--- src/rtl/rgst_file_mp.sv ---
// Multi-port register file: one write port, two independent registered read ports
// with write-through bypass, synchronous clear and per-entry written flags.
module rgst_file_mp #(
    parameter int WIDTH    = 8,
    parameter int DEPTH    = 4,
    parameter bit ZERO_REG = 1'b0,
    localparam int ADDR_W  = $clog2(DEPTH)
) (
    input  logic              clk,
    input  logic              rst,
    input  logic              wr_e,
    input  logic [ADDR_W-1:0] wr_addr,
    input  logic [WIDTH-1:0]  wr_data,
    input  logic              clr,
    input  logic              rd_e_a,
    input  logic [ADDR_W-1:0] rd_addr_a,
    output logic [WIDTH-1:0]  rd_data_a,
    output logic              rd_vld_a,
    input  logic              rd_e_b,
    input  logic [ADDR_W-1:0] rd_addr_b,
    output logic [WIDTH-1:0]  rd_data_b,
    output logic              rd_vld_b,
    output logic [DEPTH-1:0]  vld
);

    logic [DEPTH-1:0][WIDTH-1:0] mem_q, mem_d;
    logic [DEPTH-1:0]            vld_q, vld_d;
    logic [WIDTH-1:0]            rd_data_a_q, rd_data_a_d;
    logic [WIDTH-1:0]            rd_data_b_q, rd_data_b_d;
    logic                        rd_vld_a_q, rd_vld_a_d;
    logic                        rd_vld_b_q, rd_vld_b_d;
    logic                        wr_ok;

    // A write lands only outside clear and never on a hardwired-zero entry 0.
    assign wr_ok = wr_e && !clr && !(ZERO_REG && (wr_addr == '0));

    // Read value seen by a port: same-cycle write data wins over stored contents.
    function automatic logic [WIDTH-1:0] rd_val(
        input logic [ADDR_W-1:0]              addr,
        input logic                           wr_hit_ok,
        input logic [ADDR_W-1:0]              waddr,
        input logic [WIDTH-1:0]               wdata,
        input logic [DEPTH-1:0][WIDTH-1:0]    mem
    );
        if (wr_hit_ok && (addr == waddr)) begin
            return wdata;
        end
        return mem[addr];
    endfunction

    always_comb begin
        mem_d = mem_q;
        vld_d = vld_q;
        if (clr) begin
            mem_d = '0;
            vld_d = '0;
        end else if (wr_ok) begin
            mem_d[wr_addr] = wr_data;
            vld_d[wr_addr] = 1'b1;
        end
    end

    always_comb begin
        rd_vld_a_d  = rd_e_a;
        rd_data_a_d = rd_data_a_q;
        if (rd_e_a) begin
            rd_data_a_d = rd_val(rd_addr_a, wr_ok, wr_addr, wr_data, mem_q);
        end
    end

    always_comb begin
        rd_vld_b_d  = rd_e_b;
        rd_data_b_d = rd_data_b_q;
        if (rd_e_b) begin
            rd_data_b_d = rd_val(rd_addr_b, wr_ok, wr_addr, wr_data, mem_q);
        end
    end

    always_ff @(posedge clk or posedge rst) begin
        if (rst) begin
            mem_q       <= '0;
            vld_q       <= '0;
            rd_data_a_q <= '0;
            rd_data_b_q <= '0;
            rd_vld_a_q  <= 1'b0;
            rd_vld_b_q  <= 1'b0;
        end else begin
            mem_q       <= mem_d;
            vld_q       <= vld_d;
            rd_data_a_q <= rd_data_a_d;
            rd_data_b_q <= rd_data_b_d;
            rd_vld_a_q  <= rd_vld_a_d;
            rd_vld_b_q  <= rd_vld_b_d;
        end
    end

    assign rd_data_a = rd_data_a_q;
    assign rd_data_b = rd_data_b_q;
    assign rd_vld_a  = rd_vld_a_q;
    assign rd_vld_b  = rd_vld_b_q;
    assign vld       = vld_q;

endmodule

--- config.mk ---
export PLATFORM = sky130hd
export DESIGN_NAME = rgst_file_mp
export DESIGN_NICKNAME = d
export VERILOG_FILES = /design/src/rtl/rgst_file_mp.sv
export SDC_FILE = /design/constraint.sdc
export NUM_CORES = 1
export LEC_CHECK = 0
export CORE_MARGIN = 2
export CORE_UTILIZATION = 50
export CTS_CLUSTER_DIAMETER = 120
export DETAILED_ROUTE_END_ITERATION = 12
export GPL_TIMING_DRIVEN = 0
export PLACE_DENSITY_LB_ADDON = 0.12
export SETUP_SLACK_MARGIN = 0.02
export SLEW_MARGIN = 40
export SYNTH_ARGS = -nofsm -noshare
export SYNTH_HDL_FRONTEND = slang
export SYNTH_SLANG_ARGS = --single-unit
--- constraint.sdc ---
create_clock -name clk -period 1.6 [get_ports clk]
set_input_delay 0.16 -clock clk [delete_from_list [all_inputs] [get_ports clk]]
set_output_delay 0.16 -clock clk [all_outputs]
set_load 0.02 [all_outputs]
Word level (Yosys, flattened, before mapping)

Cells that the tools add are included.

Flip-flop bits (word level): 54
Input port bits: 20
Output and inout bits: 22
Logic and storage cells: 43

$lt $le $gt $ge: 4
Equal/unequal tests: 2
Mux-type cells: 21
Bitwise operators: 1
Reductions and logical operators: 6

Operators with widths:

| kind                                                       | count |
|---|---|
| 2-to-1 mux 32 bit                                          | 2 |
| 2-to-1 mux 8 bit                                           | 7 |
| binary-select mux 8 bit (select 2 bit)                     | 2 |
| bitwise mux 32 bit                                         | 1 |
| demux 8 bit (select 2 bit)                                 | 1 |
| less-than comparator 2 x 3 -> 1 bit, second input constant | 3 |
| 2-to-1 mux 4 bit                                           | 2 |
| 2-to-1 mux 1 bit                                           | 5 |
| equality test 2 bit                                        | 2 |
| logical AND 1 bit                                          | 4 |
| bitwise OR 4 bit                                           | 1 |
| demux 1 bit (select 2 bit)                                 | 1 |
| >= comparator 2 x 1 -> 1 bit, second input constant        | 1 |
| nonzero test 2 bit                                         | 1 |
| zero test 1 bit                                            | 1 |

Logic depth before layout (Yosys ltp)

Depth after elaboration: 7
Mapped depth: 6
Mapped depth without buffers: 3

Least setup slack after synthesis

Ideal clock, no wire load.

Path kind: reg-to-reg
From: register mem_q[26] (netlist bit)
To: register rd_data_a_q[2] (netlist: rd_data_a[2])
Library setup time: 141 ps
Arrival: 981 ps
Required time: 1459 ps
Slack: 478 ps
Cell stages (with the launch flop): 4
Buffers on the path: 0
Clock period less this slack: 1122 ps
Cells stage by stage: dfrtp_1 mux4_2 o31ai_1 a31oi_1

Longest elaborated chain between the ends: 3

RTL lines:

| element                                | RTL line | RTL |
|---|---|---|
| from (decl)                            | 26       | `logic [DEPTH-1:0][WIDTH-1:0] mem_q, mem_d;` |
| from (signal assigned)                 | 88       | `mem_q <= mem_d;` |
| binary-select mux 8 bit (select 2 bit) | 48       | `return mem[addr];` |
| 2-to-1 mux 8 bit (not written as such) | 48       |  |
| 2-to-1 mux 8 bit                       | 48       |  |
| to (signal assigned)                   | 90       | `rd_data_a_q <= rd_data_a_d;` |
| to (decl)                              | 28       | `logic [WIDTH-1:0] rd_data_a_q, rd_data_a_d;` |

Every way passes these cells. The select of a mux whose other input is x is not followed.
A chain may end at the register's enable or synchronous reset.

Worst setup path in the final report

From: register vld_q[3] (netlist: vld[3])
To: output vld[3]

RTL lines:

| element                | RTL line | RTL |
|---|---|---|
| from (decl)            | 27       | `logic [DEPTH-1:0] vld_q, vld_d;` |
| from (signal assigned) | 89       | `vld_q <= vld_d;` |
| to (decl)              | 23       | `output logic [DEPTH-1:0] vld` |

No word-level cell between the ends.

==> impl_metrics.toml <==
[timing]
period_minus_slack_ps = 1447
fmax_mhz = 691.0
rsz0062_at_grt = "no"
fin_crit_sh = 0.9045
slew-limit-headroom = 0.6389
drv_slew = 0
finClkSkew_ps = 17.00
whs_ps = 133.0
setup_slack_ps = 152.9
worst_pin_slew_ps = 541.6
setup_viol = 0
hold_violations = 0

[grt]
grt_max_degree = 35
grt-ovfl-total = 0
grt_pass1_vias = 2094
grtUsageMet1 = 0.3181
grt_util_all_layers = 0.2299
grt_pass1_wl_mm = 10.86
globalRouteMet2Util = 0.3683
met3_usage = 0.03034
antenna_found_initial = 0
grt-busiest-layer = "met2"

[power_and_ir_drop]
leakagePower_uw = 0.001495
clkPwrFrac = 0.306
p_seq_frac = 0.494
p_per_area_nw_per_um2 = 862.5
p_sw_frac = 0.2776
pwr-share-comb = 0.200
ir_worst_vdd_mv = 0.4418
intPower_uw = 2160
power_uw = 2990
p_switching_uw = 830.2

[run]
maxCapViolations = 0

[floorplan]
coreArea_um2 = 5540
initial_core_util = 0.5226
fp-row-count = 27
die_area_um2 = 6415
die_w_um = 80.10
ioPinCount = 42
die_h_um = 80.10

[synth]
synth_edf_count = 0
synth_fp_nets = 272
synth.avg_cell_area_um2 = 11.49
yosysWarnings = 0
synth_area_leaders = "dfrtp_1 (47%), mux4_2 (12%), mux2i_1 (8.3%), nor2_1 (5.7%), o31ai_1 (4.1%)"
ys.flop_type = "dfrtp_1"
netlist_instances = 252
async_flop_share = 1.000
synth_common_cells = "dfrtp_1 (54), nor2_1 (44), mux2i_1 (24)"
synth_top_cell_area_share = 0.4667
synth_seq_cells = 54
yosys.area.top_type = "dfrtp_1"
seq_area_frac_synth = 0.4667
synth.distinct_cells = 23
yosysMostFrequentCell = "dfrtp_1"
syn_area_um2 = 2895

[route]
dr.pass1.iters = 4
vias = 2105
wl_per_cell_um = 18.02
vias_per_cell = 5.720
ant_nets = 0
wl_mm = 6.632
drtIter0Drc = 81
drc = 0

[clock_tree]
root_buffer = "clkbuf_8"
cts_tree = "built"
clock_latency_ps = 320
postCtsSetupRepairBufs = 0
cts_resized = 0
cts_buffers = 5
cts.sinks = 54
path_clk_slew_ps = 100
clk_path_buf_depth = 2
htreeDepth = 2
postCtsHoldBufs = 0

[place]
portBuffers = 35
dpl.hpwl_mm = 4.806
dpl.cell_count = 360
place_ws_ps = -95.96
gp_congestion = 0.8224

[setup_path]
crit_chain = "clkdlybuf4s50_1"
critPathKind = "reg -> out"
cp_top_family = "buffers and inverters"
slowest_stage = "clkdlybuf4s50_1"
critPathBufInv = 1
crit_required_ps = 1440
arrival_ps = 1290
cp-end-kind = "output port"
crit_fanout = 2
max_stage_delay_ps = 610
startpoint_type = "flip-flop"

[finish]
nets = 315
final_cell_count_no_fill = 368
drive_above_1_share = 0.1723
diodes = 0
syn_to_final_growth_pct = 19.75

[min_path]
min_path_type = "in -> async"

[status]
outcome = "complete, no violations"
layout make-up:
type / instances / area (um2)
buffer: 22 / 156.4
tap: 72 / 90.09
clock buffer: 5 / 68.82
sequential: 54 / 1351
inverter: 3 / 13.76
clock inverter: 3 / 40.04
fill: 469 / 2073
multi-input combinational: 173 / 1376
timing repair buffer: 36 / 370.4
placed cells by master (no fill, tap or decap):
cell type	netlist	layout
o31ai_1	16	16
nand4_1	16	16
bufinv_16	0	1
mux2i_1	24	24
nand2_1	16	16
a21oi_1	10	10
inv_1	3	2
inv_4	0	1
buf_6	6	6
nand3_1	1	1
nand3b_1	2	2
buf_4	7	7
buf_2	2	2
clkbuf_8	0	5
nand2b_1	1	1
nor3b_1	1	1
clkinv_2	0	2
buf_12	0	1
xnor2_2	4	4
and3_2	1	1
xor2_2	4	4
buf_1	2	2
dfrtp_1	54	54
clkbuf_1	5	5
mux4_2	16	16
nor2_1	44	44
a31oi_1	16	16
nor2b_2	1	1
clkdlybuf4s50_1	0	35
routing by layer:
metal	vias to the layer above	part of all wire
met3	16	0.031
met5	-	0
met1	1034	0.47
met2	48	0.47
li1	1007	-
met4	0	0.027
sequential cells by signal (all words and copies together), names as in the netlist:
| name | flops |
|---|---|
| mem_q | 32 |
| rd_data_a | 8 |
| rd_data_b | 8 |
| vld | 4 |
| rd_vld_a | 1 |
| rd_vld_b | 1 |
kinds of logic (layout without fill, tap and decap cells):
| family | count (synthesis) | after routing | share of synthesized area |
|---|---|---|---|
| compound gates | 42 | 42 | 0.09335 |
| xor+xnor | 8 | 8 | 0.04494 |
| buf+inv | 25 | 69 | 0.05791 |
| flops | 54 | 54 | 0.4667 |
| mux | 40 | 40 | 0.2074 |
| simple gates | 83 | 83 | 0.1296 |
through the flow:
stage	area (um2)	TNS, ps	utilization
6_report	3467	0	0.6258
2_1_floorplan	2895	0	-
4_1_cts	3467	0	0.6258
3_3_place_gp	3336	-47620	0.6021
5_1_grt	3467	0	0.6258
3_5_place_dp	3358	-882.3	0.6061
worst paths after layout:
check	end	depth (start not counted)	startpoint	slack, ps
min	mem_q[10]	2	rst	130
min reg2reg	vld[0]	2	vld[0]	500
max	vld[3]	1	vld[3]	150
min in group clk	rd_vld_b	1	rd_e_b	320
max in group asynchronous	mem_q[16]	3	rst	990
max reg2reg	rd_data_a[7]	3	mem_q[31]	320
power groups by stage:
stage          logic, uW  clock network, uW  registers (uW)
2_1_floorplan        312                  0            1560
3_3_place_gp         585                  0            1500
3_5_place_dp         599                  0            1500
4_1_cts              600                928            1480
5_1_grt              649               1000            1490
6_report             597                916            1480
No activity file was read; power rests on OpenSTA's default activity.
